**config.mk**
```make
export PLATFORM = sky130hd
export DESIGN_NAME = i2c_seq_ctrl
export DESIGN_NICKNAME = d
export VERILOG_FILES = /design/src/rtl/i2c_seq_ctrl_pkg.sv /design/src/rtl/i2c_seq_ctrl_wb_master_port.sv /design/src/rtl/i2c_seq_ctrl.sv
export SDC_FILE = /design/constraint.sdc
export NUM_CORES = 1
export LEC_CHECK = 0
export BUFFER_PORTS_ARGS = -buffer_cell sky130_fd_sc_hd__buf_4
export CAP_MARGIN = 40
export CORE_MARGIN = 2
export CORE_UTILIZATION = 55
export DETAILED_ROUTE_END_ITERATION = 16
export PLACE_DENSITY = 0.81
export REMOVE_ABC_BUFFERS = 1
export SYNTH_ARGS = -nofsm -noshare
export SYNTH_HDL_FRONTEND = slang
export SYNTH_SLANG_ARGS = --single-unit
```
**constraint.sdc**
```tcl
create_clock -name wb_clk_i -period 5.6 [get_ports wb_clk_i]
set_input_delay 0.28 -clock wb_clk_i [delete_from_list [all_inputs] [get_ports wb_clk_i]]
set_output_delay 0.28 -clock wb_clk_i [all_outputs]
set_load 0.02 [all_outputs]
```
**src/rtl/i2c_seq_ctrl_pkg.sv**
```systemverilog
// Shared definitions for the i2c_master_top sequencer: register map of the
// core, CR/SR bit positions, response error codes and sequencer FSM states.
package i2c_seq_pkg;

  localparam logic [2:0] ADR_PRERLO = 3'd0;
  localparam logic [2:0] ADR_PRERHI = 3'd1;
  localparam logic [2:0] ADR_CTR    = 3'd2;
  localparam logic [2:0] ADR_TXR    = 3'd3;
  localparam logic [2:0] ADR_RXR    = 3'd3;
  localparam logic [2:0] ADR_CR     = 3'd4;
  localparam logic [2:0] ADR_SR     = 3'd4;

  // Command register bits
  localparam int CR_STA = 7;
  localparam int CR_STO = 6;
  localparam int CR_RD  = 5;
  localparam int CR_WR  = 4;
  localparam int CR_ACK = 3;

  // Status register bits
  localparam int SR_RXACK = 7;
  localparam int SR_AL    = 5;
  localparam int SR_TIP   = 1;

  // Core enabled, interrupt disabled
  localparam logic [7:0] CTR_EN = 8'h80;

  typedef enum logic [1:0] {
    ERR_OK      = 2'd0,
    ERR_NACK    = 2'd1,
    ERR_AL      = 2'd2,
    ERR_TIMEOUT = 2'd3
  } err_e;

  typedef enum logic [3:0] {
    ST_INIT_PLO, ST_INIT_PHI, ST_INIT_CTR, ST_IDLE,
    ST_TXR, ST_CR, ST_POLL, ST_CHECK, ST_RXR,
    ST_ABORT, ST_ABORT_POLL, ST_DONE
  } state_e;

  function automatic logic [7:0] cr_flags(input logic sta, input logic sto,
                                          input logic rd, input logic wr,
                                          input logic ack);
    logic [7:0] b;
    b = 8'h00;
    b[CR_STA] = sta;
    b[CR_STO] = sto;
    b[CR_RD]  = rd;
    b[CR_WR]  = wr;
    b[CR_ACK] = ack;
    return b;
  endfunction

endpackage

```
**src/rtl/i2c_seq_ctrl_wb_master_port.sv**
```systemverilog
// Single wishbone access engine. A start pulse latches adr/dat/we and raises
// cyc/stb; they are held until ack, dropped on the following cycle, and done
// pulses in that same cycle with the data captured on the ack cycle.
// Ports: wb_clk_i/wb_rst_i (sync, active high); start/we/adr/wdat request;
// done/rdat completion; m_wb_* wishbone master signals.
module i2c_wb_master_port (
  input  logic       wb_clk_i,
  input  logic       wb_rst_i,
  input  logic       start,
  input  logic       we,
  input  logic [2:0] adr,
  input  logic [7:0] wdat,
  output logic       done,
  output logic [7:0] rdat,
  output logic [2:0] m_wb_adr_o,
  output logic [7:0] m_wb_dat_o,
  input  logic [7:0] m_wb_dat_i,
  output logic       m_wb_we_o,
  output logic       m_wb_stb_o,
  output logic       m_wb_cyc_o,
  input  logic       m_wb_ack_i
);

  always_ff @(posedge wb_clk_i) begin
    if (wb_rst_i) begin
      done       <= 1'b0;
      rdat       <= 8'h00;
      m_wb_adr_o <= 3'd0;
      m_wb_dat_o <= 8'h00;
      m_wb_we_o  <= 1'b0;
      m_wb_stb_o <= 1'b0;
      m_wb_cyc_o <= 1'b0;
    end else begin
      done <= 1'b0;
      if (m_wb_cyc_o) begin
        if (m_wb_ack_i) begin
          m_wb_cyc_o <= 1'b0;
          m_wb_stb_o <= 1'b0;
          m_wb_we_o  <= 1'b0;
          rdat       <= m_wb_dat_i;
          done       <= 1'b1;
        end
      end else if (start) begin
        m_wb_cyc_o <= 1'b1;
        m_wb_stb_o <= 1'b1;
        m_wb_we_o  <= we;
        m_wb_adr_o <= adr;
        m_wb_dat_o <= wdat;
      end
    end
  end

endmodule

```
**src/rtl/i2c_seq_ctrl.sv**
```systemverilog
// Sequencer for i2c_master_top. Programs the prescaler and enables the core
// after reset, then runs single-register write / random-read commands as full
// START/address/data/STOP sequences by TIP polling, returning data + error.
// Ports: wb_clk_i/wb_rst_i; cmd_* request (valid/ready); rsp_* one-cycle
// response; m_wb_* wishbone master to the core.
module i2c_seq_ctrl
  import i2c_seq_pkg::*;
#(
  parameter logic [15:0] PRESCALE     = 16'h0004,
  parameter logic [15:0] POLL_TIMEOUT = 16'd4095
) (
  input  logic       wb_clk_i,
  input  logic       wb_rst_i,
  input  logic       cmd_valid,
  output logic       cmd_ready,
  input  logic       cmd_rw,
  input  logic [6:0] cmd_dev,
  input  logic [7:0] cmd_reg,
  input  logic [7:0] cmd_wdata,
  output logic       rsp_valid,
  output logic [7:0] rsp_rdata,
  output logic [1:0] rsp_err,
  output logic [2:0] m_wb_adr_o,
  output logic [7:0] m_wb_dat_o,
  input  logic [7:0] m_wb_dat_i,
  output logic       m_wb_we_o,
  output logic       m_wb_stb_o,
  output logic       m_wb_cyc_o,
  input  logic       m_wb_ack_i
);

  state_e      state;
  err_e        err_q;
  logic        rw_q;
  logic [6:0]  dev_q;
  logic [7:0]  reg_q, wdata_q, rx_q;
  logic [1:0]  step_q;
  logic [15:0] poll_cnt, poll_nxt;
  logic        sr_al, sr_rxack;
  logic        acc_start, acc_pend, acc_done;
  logic [7:0]  acc_rdat;
  logic        is_acc, acc_we;
  logic [2:0]  acc_adr;
  logic [7:0]  acc_wdat, txr_byte, cr_byte;
  logic [1:0]  last_step;

  assign poll_nxt  = (poll_cnt == 16'hFFFF) ? poll_cnt : poll_cnt + 16'd1;
  assign last_step = rw_q ? 2'd3 : 2'd2;

  // Per-step TXR/CR bytes; step 2 of a read is the repeated START, step 3
  // receives the byte with NACK and STOP.
  always_comb begin
    txr_byte = {dev_q, 1'b0};
    cr_byte  = cr_flags(1'b1, 1'b0, 1'b0, 1'b1, 1'b0);
    case (step_q)
      2'd1: begin
        txr_byte = reg_q;
        cr_byte  = cr_flags(1'b0, 1'b0, 1'b0, 1'b1, 1'b0);
      end
      2'd2: begin
        txr_byte = rw_q ? {dev_q, 1'b1} : wdata_q;
        cr_byte  = rw_q ? cr_flags(1'b1, 1'b0, 1'b0, 1'b1, 1'b0)
                        : cr_flags(1'b0, 1'b1, 1'b0, 1'b1, 1'b0);
      end
      2'd3: cr_byte = cr_flags(1'b0, 1'b1, 1'b1, 1'b0, 1'b1);
      default: ;
    endcase
  end

  // Wishbone access wanted by the current state
  always_comb begin
    is_acc   = 1'b1;
    acc_we   = 1'b1;
    acc_adr  = ADR_CR;
    acc_wdat = 8'h00;
    case (state)
      ST_INIT_PLO: begin acc_adr = ADR_PRERLO; acc_wdat = PRESCALE[7:0];  end
      ST_INIT_PHI: begin acc_adr = ADR_PRERHI; acc_wdat = PRESCALE[15:8]; end
      ST_INIT_CTR: begin acc_adr = ADR_CTR;    acc_wdat = CTR_EN;         end
      ST_TXR:      begin acc_adr = ADR_TXR;    acc_wdat = txr_byte;       end
      ST_CR:       acc_wdat = cr_byte;
      ST_ABORT:    acc_wdat = cr_flags(1'b0, 1'b1, 1'b0, 1'b0, 1'b0);
      ST_POLL, ST_ABORT_POLL: begin acc_we = 1'b0; acc_adr = ADR_SR;  end
      ST_RXR:                 begin acc_we = 1'b0; acc_adr = ADR_RXR; end
      default: is_acc = 1'b0;
    endcase
  end

  i2c_wb_master_port u_port (
    .wb_clk_i   (wb_clk_i),
    .wb_rst_i   (wb_rst_i),
    .start      (acc_start),
    .we         (acc_we),
    .adr        (acc_adr),
    .wdat       (acc_wdat),
    .done       (acc_done),
    .rdat       (acc_rdat),
    .m_wb_adr_o (m_wb_adr_o),
    .m_wb_dat_o (m_wb_dat_o),
    .m_wb_dat_i (m_wb_dat_i),
    .m_wb_we_o  (m_wb_we_o),
    .m_wb_stb_o (m_wb_stb_o),
    .m_wb_cyc_o (m_wb_cyc_o),
    .m_wb_ack_i (m_wb_ack_i)
  );

  always_ff @(posedge wb_clk_i) begin
    if (wb_rst_i) begin
      state     <= ST_INIT_PLO;
      err_q     <= ERR_OK;
      cmd_ready <= 1'b0;
      rsp_valid <= 1'b0;
      rsp_rdata <= 8'h00;
      rsp_err   <= 2'd0;
      rw_q      <= 1'b0;
      dev_q     <= 7'd0;
      reg_q     <= 8'h00;
      wdata_q   <= 8'h00;
      rx_q      <= 8'h00;
      step_q    <= 2'd0;
      poll_cnt  <= 16'd0;
      sr_al     <= 1'b0;
      sr_rxack  <= 1'b0;
      acc_start <= 1'b0;
      acc_pend  <= 1'b0;
    end else begin
      // Each access state issues exactly one access; acc_pend blocks a
      // re-issue until done, which also guarantees an idle bus cycle.
      acc_start <= 1'b0;
      if (is_acc && !acc_pend) begin
        acc_start <= 1'b1;
        acc_pend  <= 1'b1;
      end
      if (acc_done) acc_pend <= 1'b0;

      case (state)
        ST_INIT_PLO: if (acc_done) state <= ST_INIT_PHI;
        ST_INIT_PHI: if (acc_done) state <= ST_INIT_CTR;
        ST_INIT_CTR: if (acc_done) state <= ST_IDLE;
        ST_IDLE: begin
          rsp_valid <= 1'b0;
          cmd_ready <= 1'b1;
          if (cmd_valid && cmd_ready) begin
            cmd_ready <= 1'b0;
            rw_q      <= cmd_rw;
            dev_q     <= cmd_dev;
            reg_q     <= cmd_reg;
            wdata_q   <= cmd_wdata;
            rx_q      <= 8'h00;
            step_q    <= 2'd0;
            err_q     <= ERR_OK;
            state     <= ST_TXR;
          end
        end
        ST_TXR: if (acc_done) state <= ST_CR;
        ST_CR: if (acc_done) begin
          poll_cnt <= 16'd0;
          state    <= ST_POLL;
        end
        ST_POLL: if (acc_done) begin
          poll_cnt <= poll_nxt;
          sr_al    <= acc_rdat[SR_AL];
          sr_rxack <= acc_rdat[SR_RXACK];
          if (!acc_rdat[SR_TIP]) state <= ST_CHECK;
          else if (poll_nxt >= POLL_TIMEOUT) begin
            err_q <= ERR_TIMEOUT;
            state <= ST_ABORT;
          end
        end
        ST_CHECK: begin
          if (sr_al) begin
            // Core has already released the bus; no STOP.
            err_q <= ERR_AL;
            state <= ST_DONE;
          end else if (cr_byte[CR_WR] && sr_rxack) begin
            err_q <= ERR_NACK;
            state <= ST_ABORT;
          end else if (step_q == last_step) begin
            state <= rw_q ? ST_RXR : ST_DONE;
          end else begin
            step_q <= step_q + 2'd1;
            state  <= (rw_q && step_q == 2'd2) ? ST_CR : ST_TXR;
          end
        end
        ST_RXR: if (acc_done) begin
          rx_q  <= acc_rdat;
          state <= ST_DONE;
        end
        ST_ABORT: if (acc_done) begin
          poll_cnt <= 16'd0;
          state    <= ST_ABORT_POLL;
        end
        ST_ABORT_POLL: if (acc_done) begin
          poll_cnt <= poll_nxt;
          if (!acc_rdat[SR_TIP] || poll_nxt >= POLL_TIMEOUT) state <= ST_DONE;
        end
        ST_DONE: begin
          rsp_valid <= 1'b1;
          rsp_err   <= err_q;
          rsp_rdata <= (err_q == ERR_OK) ? rx_q : 8'h00;
          state     <= ST_IDLE;
        end
        default: state <= ST_INIT_PLO;
      endcase
    end
  end

endmodule

```
After elaboration in Yosys (flattened, before gate mapping)

Cells that the tools add are included.

$add $sub $neg: 2
Bitwise gates (word level): 1
Eq/ne operators: 37
Mux-type cells: 59
Reductions and logical operators: 32
Magnitude comparators: 1

Operator list:

| kind                                                                                  | count |
|---|---|
| 4-bit two-way mux                                                                     | 16 |
| 16-bit two-way mux                                                                    | 3 |
| 4-bit one-hot mux with 12 select lines                                                | 1 |
| 8-bit two-way mux                                                                     | 5 |
| 8-bit one-hot mux with 5 select lines                                                 | 1 |
| 16-bit one-hot mux with 2 select lines                                                | 1 |
| 8-bit one-hot mux with 2 select lines                                                 | 2 |
| 2-bit by 1-bit != test with 1-bit output, second input constant                       | 12 |
| 8-bit one-hot mux with 3 select lines                                                 | 1 |
| 2-bit two-way mux                                                                     | 10 |
| 16-bit by 1-bit adder with 16-bit output, second input constant                       | 1 |
| 16-bit == test, second input constant                                                 | 1 |
| 4-bit by 3-bit == test with 1-bit output, second input constant                       | 4 |
| 4-bit == test, second input constant                                                  | 4 |
| 16-bit by 12-bit greater-or-equal comparator with 1-bit output, second input constant | 1 |
| 1-bit two-way mux                                                                     | 15 |
| 2-bit != test, second input constant                                                  | 7 |
| 3-bit one-hot mux with 4 select lines                                                 | 1 |
| 12-bit AND reduction                                                                  | 1 |
| 2-bit AND reduction                                                                   | 5 |
| 2-bit nonzero test                                                                    | 5 |
| 2-bit OR reduction                                                                    | 5 |
| 9-bit OR reduction                                                                    | 1 |
| 4-bit by 2-bit == test with 1-bit output, second input constant                       | 2 |
| 20 further kinds                                                                      | 27 |

Output and inout port bits: 26
Flip-flop bits (word level): 95
Input port bits: 36
Word-level logic and storage cells: 156

Longest topological paths before layout

Gate-level depths: netlist (run 1).

Word-level depth: 7
Mapped depth: 10
Gate-level depth less buffers: 9

Hierarchy

A second synthesis (run 1) with hierarchy kept.

Cells, all modules: 605
Area, all modules: 4638.2 um^2

Modules (own cells, without submodules):

| module             | instances | area an instance (um^2) | cells an instance |
|---|---|---|---|
| i2c_seq_ctrl       | 1         | 3847.4                  | 508 |
| i2c_wb_master_port | 1         | 790.8                   | 97 |

Worst setup path after synthesis (run 1)

No wires, ideal clock.

Kind: register -> register
Start point: register poll_cnt[0]
End point: register state[0]
Cell stages (with the launch flop): 10
Path buffers: 1
Arrival: 2.263 ns
Slack: 3.221 ns
Library setup time: 0.116 ns
Cell sequence: dfxtp_1 ha_1 buf_2 nand3_1 nor3_1 mux2_2 nor4_1 o31a_1 nand2_1 a41o_1

Longest elaborated chain between the ends: 6
Elaborated cells between the ends (all ways): 8

RTL lines:

| element                                                                           | RTL line                                 | text |
|---|---|---|
| start, declared                                                                   | i2c_seq_ctrl.sv:38                       | `logic [15:0] poll_cnt, poll_nxt;` |
| start signal, assigned                                                            | i2c_seq_ctrl.sv:161                      | `poll_cnt <= poll_nxt;` |
| start signal, assigned                                                            | i2c_seq_ctrl.sv:194                      | `poll_cnt <= poll_nxt;` |
| 16-bit by 1-bit adder with 16-bit output / 16-bit == test (equally long branches) | i2c_seq_ctrl.sv:47                       | `assign poll_nxt = (poll_cnt == 16'hFFFF) ? poll_cnt : poll_cnt + 16'd1;` |
| 16-bit two-way mux (*)                                                            | i2c_seq_ctrl.sv:47                       |  |
| 16-bit by 12-bit greater-or-equal comparator with 1-bit output (*)                | i2c_seq_ctrl.sv:165, i2c_seq_ctrl.sv:195 |  |
| 1-bit logical OR                                                                  | i2c_seq_ctrl.sv:195                      | `if (!acc_rdat[SR_TIP] \|\| poll_nxt >= POLL_TIMEOUT) state <= ST_DONE;` |
| 2-bit != test (no line)                                                           | n/a                                      |  |
| 12-bit AND reduction (no line) (*)                                                | n/a                                      |  |
| end signal, assigned                                                              | i2c_seq_ctrl.sv:179                      | `state <= rw_q ? ST_RXR : ST_DONE;` |
| end signal, assigned                                                              | i2c_seq_ctrl.sv:182                      | `state <= (rw_q && step_q == 2'd2) ? ST_CR : ST_TXR;` |
| end, declared                                                                     | i2c_seq_ctrl.sv:32                       | `state_e state;` |

Every way passes the cells marked *; elsewhere a longest branch is shown, timed or not.
A chain may end at the register's enable or synchronous reset.

Final worst setup path (run 1)

Start point: register poll_cnt[0]
End point: register state[1]

The elaborated chain is that of the path after synthesis.

==> impl_metrics.tcl, run 1 <==
set metrics [dict create \
    grt_pass1_wl_mm 17.4 \
    ff2ff_path_depth 8 \
    layout_common_cells "nand2_1, dfxtp_1, a21oi_1, buf_4, nor2_1" \
    max_stage_delay_ns 0.44 \
    crit_chain "ha_1 > nand3_1 > nor3_1 > mux2_2 > nor4_1 > o31a_1 > a21oi_1 > o31ai_1" \
    crit_buf_inv 0 \
    synth-edff-count 0 \
    grt-ovfl-total 0 \
    worstSetupPathType "reg2reg" \
    row_count 33 \
    crit_path_start_kind "register" \
    finalCriticalPeriod_ns 2.80 \
    crit_fanout 9 \
    end_kind "register" \
    hold_viol_final 0 \
    antenna-diode-count 0 \
    drt_first_pass_iters 5 \
    vdd_drop_max_mv 0.185 \
    dr_total_vias 4347 \
    syn_avg_cell_area_sq_um 7.66 \
    async_flop_share 0 \
    setup_viol 0 \
    clkLatencyLatePin_ns 0.36 \
    crit_family "simple AND/OR/NAND/NOR gates" \
    dieArea_sq_um 9020 \
    root_buffer "clkbuf_8" \
    slew_headroom 0.412 \
    pwr-share-clk 0.423 \
    rsz0062_at_grt "false" \
    htree_levels 3 \
    io_buffers 61 \
    fin_util 0.646 \
    grt_usage 0.240 \
    cp_num_cells 8 \
    p_per_area_nw_per_um2 243 \
    post-route-period-util 0.499 \
    initial_core_util 0.559 \
    die_y_microns 95.0 \
    status "complete, no violations" \
    via_per_inst 5.92 \
    wl_per_cell_microns 14.3 \
    synth-main-ff-cell "dfxtp_1" \
    comb_power_share 0.041 \
    ios 62 \
    post_cts_buffers 0 \
    cts.sinks 95 \
    numCtsBuffers 9 \
    tightest_slew_ns 0.881 \
    syn_to_final_growth_pct 15.6 \
    fmaxAchievable_ghz 0.358 \
    syn_area_sq_um 4550 \
    ctsResizeCount 0 \
    clk_path_buf_depth 2 \
    cap_violations 0 \
    ys_warn_count 0 \
    critPathRequiredTime_ns 5.87 \
    min_path_cells 3 \
    swShare 0.212 \
    hp-class "in2reg" \
    cts_hold_buf 0 \
    synth.distinct_cells 54 \
    coreArea_sq_um 8130 \
    skew_ns 0.0140 \
    route.detailed.drc 0 \
    die_w_microns 95.0 \
    grt_max_degree 71 \
    grt_pass1_vias 3908 \
    clk_pin_slew_worst_paths_ns 0.10 \
    p_int_w 0.00101 \
    cp_slowest_cell "nor3_1" \
    switching_power_w 0.000271 \
    antenna_found_initial 0 \
    synth_seq_cells 95 \
    worstPathArrival_ns 3.07 \
    final_antenna_net_count 0 \
    p_seq_frac 0.537 \
    slew_violations 0 \
    syn_inst 594 \
    hpwlAfterDp_mm 7.22 \
    cts_tree "built" \
    final_layout_size_suffix_gt1_frac 0.138 \
    routabilityCongestion 0.866 \
    layout_commonest_cell "nand2_1" \
    ys_seq_area_frac 0.418 \
    leakagePower_nw 1.92 \
    drt_iter0_drc 380 \
    wirelength_mm 10.5 \
    nets 666 \
    fin_setup_tns_ns 0 \
]
[flip-flops by register name (all words and copies together), names as in the netlist, 2 cells and up]
name               cells
rsp_err                2
wdata_q                8
dev_q                  7
reg_q                  8
poll_cnt              16
rsp_rdata              8
u_port.rdat            8
err_q                  2
rx_q                   8
u_port.m_wb_adr_o      3
state                  4
step_q                 2
u_port.m_wb_dat_o      8
[synth_stat cells (all sizes together) (3+ instances only)]
cell type	n	share of area
a211oi	3	0.0050
dfxtp	95	0.42
or3	4	0.0055
a31oi	8	0.011
nor2	57	0.047
xor2	3	0.0058
mux2i	6	0.013
and2	3	0.0041
nand4	9	0.019
nand3	21	0.023
nand2	122	0.10
ha	6	0.017
nand2b	9	0.012
a21oi	81	0.090
a41oi	3	0.0058
nor2b	5	0.0069
clkbuf	35	0.029
nor4	6	0.013
buf	11	0.011
a32oi	4	0.0077
a22o	12	0.023
inv	5	0.0041
nor3	18	0.020
a22oi	13	0.021
and3	3	0.0041
o21ai	21	0.023
a311oi	4	0.0077
[worst paths after layout]
path	slack (ns)	start	endpoint
min	0.15	m_wb_dat_i[6]	u_port.rdat[6]
max	2.80	poll_cnt[0]	state[1]
min reg2reg	0.42	acc_pend	acc_start
max reg2reg	2.80	poll_cnt[0]	state[1]
[cell families after synthesis]
group | share of synthesized area
XOR/XNOR | 0.00578
multiplexers | 0.0182
AND/OR/NAND/NOR | 0.273
buffers and inverters | 0.0443
AO/OA/AOI/OAI | 0.224
flip-flops | 0.418
adder cells (fa/ha/maj) | 0.0165
[worst register-to-register path: stages, from the launching register on]
cell and delay (ns):
dfxtp_1 0.43, ha_1 0.36, nand3_1 0.23, nor3_1 0.44, mux2_2 0.39, nor4_1 0.23
o31a_1 0.32, a21oi_1 0.11, o31ai_1 0.20
[per-layer routing]
metal | vias up | routed length [microns] | global-route usage
met4 | 0 | 200 | 0.0990
met5 | - | 0 | 0
li1 | 2157 | - | -
met3 | 19 | 488 | 0.0367
met2 | 132 | 4900 | 0.391
met1 | 2039 | 4880 | 0.317
[power groups by stage]
stage | combinational [W] | sequential [W] | clock, W
after global placement | 0.0000484 | 0.000700 | 0
after CTS | 0.0000518 | 0.000685 | 0.000548
final | 0.0000518 | 0.000685 | 0.000540
after global routing | 0.0000569 | 0.000686 | 0.000572
after detailed placement | 0.0000517 | 0.000701 | 0
after floorplan | 0.0000118 | 0.000702 | 0
[layout make-up]
cell class	instances	area, sq um
clock buffers	10	128
clock inverters	6	115
fillers	720	2880
inverters	5	18.8
multi-input cells	448	2450
flip-flops and latches	95	1900
well taps	105	131
repair buffers	65	508
[stage by stage]
| stage | hold slack, ns | power (W) | cell area, sq um | cells | worst slack [ns] |
|---|---|---|---|---|---|
| floorplan | 0.349 | 0.000714 | 4370 | 548 | 2.70 |
| global placement | 0.409 | 0.000749 | 4970 | 715 | 2.69 |
| detailed placement | 0.410 | 0.000752 | 5010 | 718 | 2.83 |
| CTS | 0.138 | 0.00128 | 5260 | 734 | 2.82 |
| global route | 0.138 | 0.00131 | 5260 | 734 | 2.51 |
| finish | 0.151 | 0.00128 | 5260 | 734 | 2.80 |
(Power assumes the default switching activity.)
==> run 2, diff against run 1 <==
--- a/config.mk
+++ b/config.mk
@@ -5,6 +5,7 @@
 export SDC_FILE = /design/constraint.sdc
 export NUM_CORES = 1
 export LEC_CHECK = 0
+export ABC_AREA = 1
 export BUFFER_PORTS_ARGS = -buffer_cell sky130_fd_sc_hd__buf_4
 export CAP_MARGIN = 40
 export CORE_MARGIN = 2
==> constraint.sdc (replaced) <==
create_clock -name wb_clk_i -period 2.6 [get_ports wb_clk_i]
set_input_delay 0.13 -clock wb_clk_i [delete_from_list [all_inputs] [get_ports wb_clk_i]]
set_output_delay 0.13 -clock wb_clk_i [all_outputs]
set_load 0.02 [all_outputs]
==> impl_metrics.tcl, run 2 <==
set metrics [dict create \
    final_antenna_net_count 0 \
    ctsResizeCount 0 \
    coreArea_sq_um 8180 \
    min_path_cells 3 \
    nets 764 \
    top_register "poll_cnt" \
    drt_iter0_drc 318 \
    wl_per_cell_microns 14.0 \
    cap_violations 0 \
    synth.largest_area_cell "dfxtp_1" \
    clk_path_buf_depth 2 \
    hpwlAfterDp_mm 8.26 \
    synth_top_area_share 0.413 \
    tightest_slew_ns 0.536 \
    wirelength_mm 11.7 \
    hp-class "in2reg" \
    row_count 33 \
    largest_reg_flops 16 \
    grt_usage 0.274 \
    worstPathArrival_ns 2.51 \
    antenna-diode-count 0 \
    ios 62 \
    grt_max_degree 47 \
    finalCriticalPeriod_ns 2.25 \
    rsz0062_at_grt "false" \
    post_cts_buffers 0 \
    die_w_microns 95.5 \
    reg2reg_slack_ns 0.35 \
    ff2ff_path_depth 12 \
    ys_warn_count 0 \
    leakagePower_nw 2.33 \
    fillers 720 \
    synth-main-ff-cell "dfxtp_1" \
    whs_endpoint "wdata_q[0]" \
    timing.rr.end "state[0]" \
    hold_viol_final 0 \
    cts.sinks 95 \
    regToRegStartpoint "poll_cnt[0]" \
    grt_pass1_wl_mm 19.7 \
    slew_headroom 0.641 \
    root_buffer "clkbuf_8" \
    critPathRequiredTime_ns 2.86 \
    synth_common_cells "nand2_1, dfxtp_1, inv_1" \
    numCtsBuffers 9 \
    skew_ns 0.00862 \
    slew_violations 0 \
    initial_core_util 0.563 \
    final_cells 832 \
    htree_levels 3 \
    post-route-period-util 0.864 \
    dp.cells 807 \
    io_buffers 61 \
    antenna_found_initial 0 \
    crit_path_start_kind "register" \
    grt_pass1_vias 4391 \
    synth-edff-count 0 \
    synth_seq_cells 95 \
    syn_inst 655 \
    place_area_sq_um 5170 \
    syn_to_final_growth_pct 19.2 \
    via_per_inst 5.46 \
    cts_tree "built" \
    ys_seq_area_frac 0.413 \
    cts_hold_buf 9 \
    end_kind "register" \
    layout_common_cells "nand2_1, dfxtp_1, inv_1, a21oi_1, nor2_1" \
    crit_fanout 15 \
    fin_setup_tns_ns 0 \
    design_area_sq_um 5490 \
    p_per_area_nw_per_um2 516 \
    synth.distinct_cells 40 \
    fmaxAchievable_ghz 0.445 \
    setup_viol 0 \
    min_from "cmd_wdata[0]" \
    die_y_microns 95.5 \
    fin_util 0.671 \
    status "complete, no violations" \
    synth.area.top_cells "dfxtp_1, nand2_1, a21oi_1" \
    total_power_w 0.00283 \
    final_layout_size_suffix_gt1_frac 0.153 \
    clkLatencyLatePin_ns 0.36 \
    worstSetupPathType "reg2reg" \
    async_flop_share 0 \
    syn_avg_cell_area_sq_um 7.03 \
    layout_commonest_cell "nand2_1" \
    route.detailed.drc 0 \
    clk_pin_slew_worst_paths_ns 0.09 \
    vdd_drop_max_mv 0.428 \
    grt-ovfl-total 0 \
    drt_first_pass_iters 5 \
    dieArea_sq_um 9120 \
    routabilityCongestion 0.919 \
    syn_area_sq_um 4600 \
    post-synth-top-count-cell "nand2_1" \
    dr_total_vias 4543 \
]
run 2: layout make-up:
cell class,instances,area [sq um],area share
Timing Repair Buffer,77,621,0.113
Clock buffer,11,141,0.0258
Inverter,81,304,0.0554
Multi-Input combinational cell,458,2300,0.419
Sequential cell,95,1900,0.347
Tap cell,105,131,0.0240
Clock inverter,5,86.3,0.0157
run 2: cell families (layout without fill, tap and decap cells):
logic type / Yosys count / count (layout) / share of synthesized area
xor gates and xnor gates: 4 / 4 / 0.00761
and+or+nand+nor: 278 / 278 / 0.275
buffers and inverters: 102 / 174 / 0.0873
AOI/OAI and AO/OA: 170 / 170 / 0.200
adders and majority gates: 6 / 6 / 0.0163
DFF: 95 / 95 / 0.413
run 2: critical path, cell delays in order (launching register included):
cell and delay, ns:
dfxtp_1 0.45, ha_1 0.32, inv_2 0.10, nor2_8 0.18
nand4_4 0.25, o21ai_0 0.16, nand3_1 0.11, nor2_2 0.11
nand3_2 0.08, nand3_2 0.10, nand2_4 0.08, nor2_1 0.12
nor2_1 0.06
run 2: per-stage QoR:
step / worst slack (ns) / hold WS, ns
final: 0.353 / 0.0361
after detailed placement: 0.391 / 0.329
after CTS: 0.359 / 0.0221
after floorplan: 0.468 / 0.197
after global placement: 0.490 / 0.326
after global routing: 0.102 / 0.0525
run 2: worst max path at each step:
| stage | cells past startpoint | endpoint | start | slack [ns] |
|---|---|---|---|---|
| 2_1_floorplan | 10 | rx_q[0] | state[2] | 0.47 |
| 3_3_place_gp | 13 | state[3] | poll_cnt[0] | 0.49 |
| 3_5_place_dp | 12 | state[0] | poll_cnt[0] | 0.39 |
| 4_1_cts | 13 | state[0] | poll_cnt[0] | 0.36 |
| 5_1_grt | 12 | state[0] | poll_cnt[0] | 0.10 |
| 6_report | 12 | state[0] | poll_cnt[0] | 0.35 |
run 2: where the power goes:
group	internal (W)	switching, W
combinational	0.0000948	0.000114
clock	0.000580	0.000545
sequential	0.00148	0.0000189
total	0.00215	0.000678
run 2: per-layer routing:
metal	GRT usage	vias up	wire length (microns)	share of wire
met5	0	-	0	0
met4	0.0881	0	182	0.016
met3	0.0601	23	725	0.062
met2	0.465	169	5610	0.48
met1	0.346	2069	5150	0.44
li1	-	2282	-	-
==> run 3, diff against run 2 <==
--- a/config.mk
+++ b/config.mk
@@ -9,9 +9,9 @@
 export BUFFER_PORTS_ARGS = -buffer_cell sky130_fd_sc_hd__buf_4
 export CAP_MARGIN = 40
 export CORE_MARGIN = 2
-export CORE_UTILIZATION = 55
+export CORE_UTILIZATION = 45
 export DETAILED_ROUTE_END_ITERATION = 16
-export PLACE_DENSITY = 0.81
+export PLACE_DENSITY = 0.69
 export REMOVE_ABC_BUFFERS = 1
 export SYNTH_ARGS = -nofsm -noshare
 export SYNTH_HDL_FRONTEND = slang
==> impl_metrics.tcl, run 3 (synthesized netlist as in run 2, its figures left out) <==
set metrics [dict create \
    finalCriticalPeriod_ns 2.18 \
    fin_util 0.558 \
    layout_commonest_cell "nand2_1" \
    worstSetupPathType "reg2reg" \
    cts_tree "built" \
    dieArea_sq_um 11100 \
    total_power_w 0.00273 \
    worstPathArrival_ns 2.43 \
    drt_iter0_drc 227 \
    wl_per_cell_microns 13.1 \
    final_layout_size_suffix_gt1_frac 0.154 \
    top_register "poll_cnt" \
    cts.sinks 95 \
    final_antenna_net_count 0 \
    htree_levels 3 \
    clkLatencyLatePin_ns 0.36 \
    cap_violations 0 \
    reg2reg_slack_ns 0.42 \
    globalRouteMet2Util 0.353 \
    whs_endpoint "dev_q[6]" \
    routabilityCongestion 0.944 \
    fillers 968 \
    root_buffer "clkbuf_8" \
    numCtsBuffers 9 \
    timing.rr.end "state[3]" \
    grt_pass1_wl_mm 19.3 \
    leakagePower_nw 2.33 \
    fin_setup_tns_ns 0 \
    via_per_inst 5.16 \
    die_w_microns 105 \
    post-route-period-util 0.838 \
    dr_total_vias 4440 \
    top_usage_layer "met2" \
    slew_violations 0 \
    critPathRequiredTime_ns 2.85 \
    min_from "cmd_dev[6]" \
    fmaxAchievable_ghz 0.459 \
    io_buffers 61 \
    final_cells 860 \
    use_met1 0.286 \
    slew_headroom 0.621 \
    grt_usage 0.214 \
    row_count 36 \
    layout_common_cells "nand2_1, dfxtp_1, inv_1, a21oi_1, nor2_1" \
    clk_pin_slew_worst_paths_ns 0.09 \
    status "complete, no violations" \
    hold_viol_final 0 \
    ios 62 \
    ff2ff_path_depth 12 \
    initial_core_util 0.467 \
    antenna-diode-count 0 \
    rsz0062_at_grt "false" \
    dp.cells 835 \
    regToRegStartpoint "poll_cnt[0]" \
    hp-class "in2reg" \
    grt_max_degree 47 \
    antenna_found_initial 0 \
    grt_use_met3 0.0405 \
    crit_fanout 15 \
    clk_path_buf_depth 2 \
    skew_ns 0.0204 \
    wirelength_mm 11.3 \
    die_y_microns 105 \
    route.detailed.drc 0 \
    nets 764 \
    end_kind "register" \
    p_per_area_nw_per_um2 496 \
    ctsResizeCount 0 \
    hold_slack_ns 0.0283 \
    hpwlAfterDp_mm 8.27 \
    vdd_drop_max_mv 0.368 \
    crit_path_start_kind "register" \
    tightest_slew_ns 0.568 \
    syn_to_final_growth_pct 19.6 \
    largest_reg_flops 16 \
    min_path_cells 3 \
    grt_pass1_vias 4201 \
    grt-ovfl-total 0 \
    coreArea_sq_um 9860 \
    setup_viol 0 \
    drt_first_pass_iters 5 \
]
run 3: cell count changes in the layout (fill, tap and decap cells not counted):
cell,delta
bufinv_16,-1
clkbuf_1,-1
clkbuf_8,+1
clkinv_2,+1
clkinv_4,+1
inv_6,-1
run 3: worst max-delay path, cell delays in order (launching register included):
cell and delay (ns):
dfxtp_1 0.44, ha_1 0.30, inv_2 0.10, nor2_8 0.17, nand4_4 0.26, nand2_1 0.19, nand2_1 0.07, nor2_1 0.12
nand3_2 0.10, nand3_2 0.10, nand2_4 0.07, nor2_1 0.11, nor2_1 0.05
run 3: per-stage QoR:
stage / area [sq um] / setup slack [ns]
finish: 5510 / 0.422
global route: 5510 / 0.0847
CTS: 5510 / 0.410
detailed placement: 5200 / 0.425
global placement: 5170 / 0.498
floorplan: 4510 / 0.468
run 3: repair_timing:
item                                   in CTS  in global routing
hold buffers                                9                  0
endpoints found under the hold margin       9                  0
setup buffers                               0                  0
run 3: area by class of cell:
type	count	area [sq um]	share of cell area
flip-flops and latches	95	1900	0.345
clock inverters	5	61.3	0.0111
multi-input cells	458	2300	0.418
well taps	133	166	0.0302
repair buffers	77	621	0.113
clock buffers	11	151	0.0275
inverters	81	304	0.0552
run 3: layer usage:
metal | part of all wire | vias up | wire, microns
met1 | 0.47 | 2043 | 5310
met4 | 0.011 | 0 | 122
li1 | - | 2290 | -
met3 | 0.043 | 13 | 487
met2 | 0.47 | 94 | 5340
met5 | 0 | - | 0
run 3: report_power, final:
part / switching, W / total, W / leakage, nW / internal (W)
Combinational: 0.000113 / 0.000208 / 1.45 / 0.0000948
Clock: 0.000524 / 0.00103 / 0.110 / 0.000505
Sequential: 0.0000185 / 0.00150 / 0.768 / 0.00148
Total: 0.000656 / 0.00273 / 2.33 / 0.00208
run 3: worst max-delay path by stage:
stage                      startpoint  endpoint  slack (ns)  cells past startpoint
after floorplan              state[2]   rx_q[0]        0.47                     10
after global placement    poll_cnt[0]  state[3]        0.50                     13
after detailed placement  poll_cnt[0]  state[3]        0.43                     12
after CTS                 poll_cnt[0]  state[3]        0.41                     12
after global routing      poll_cnt[0]  state[1]        0.08                     13
final                     poll_cnt[0]  state[3]        0.42                     12
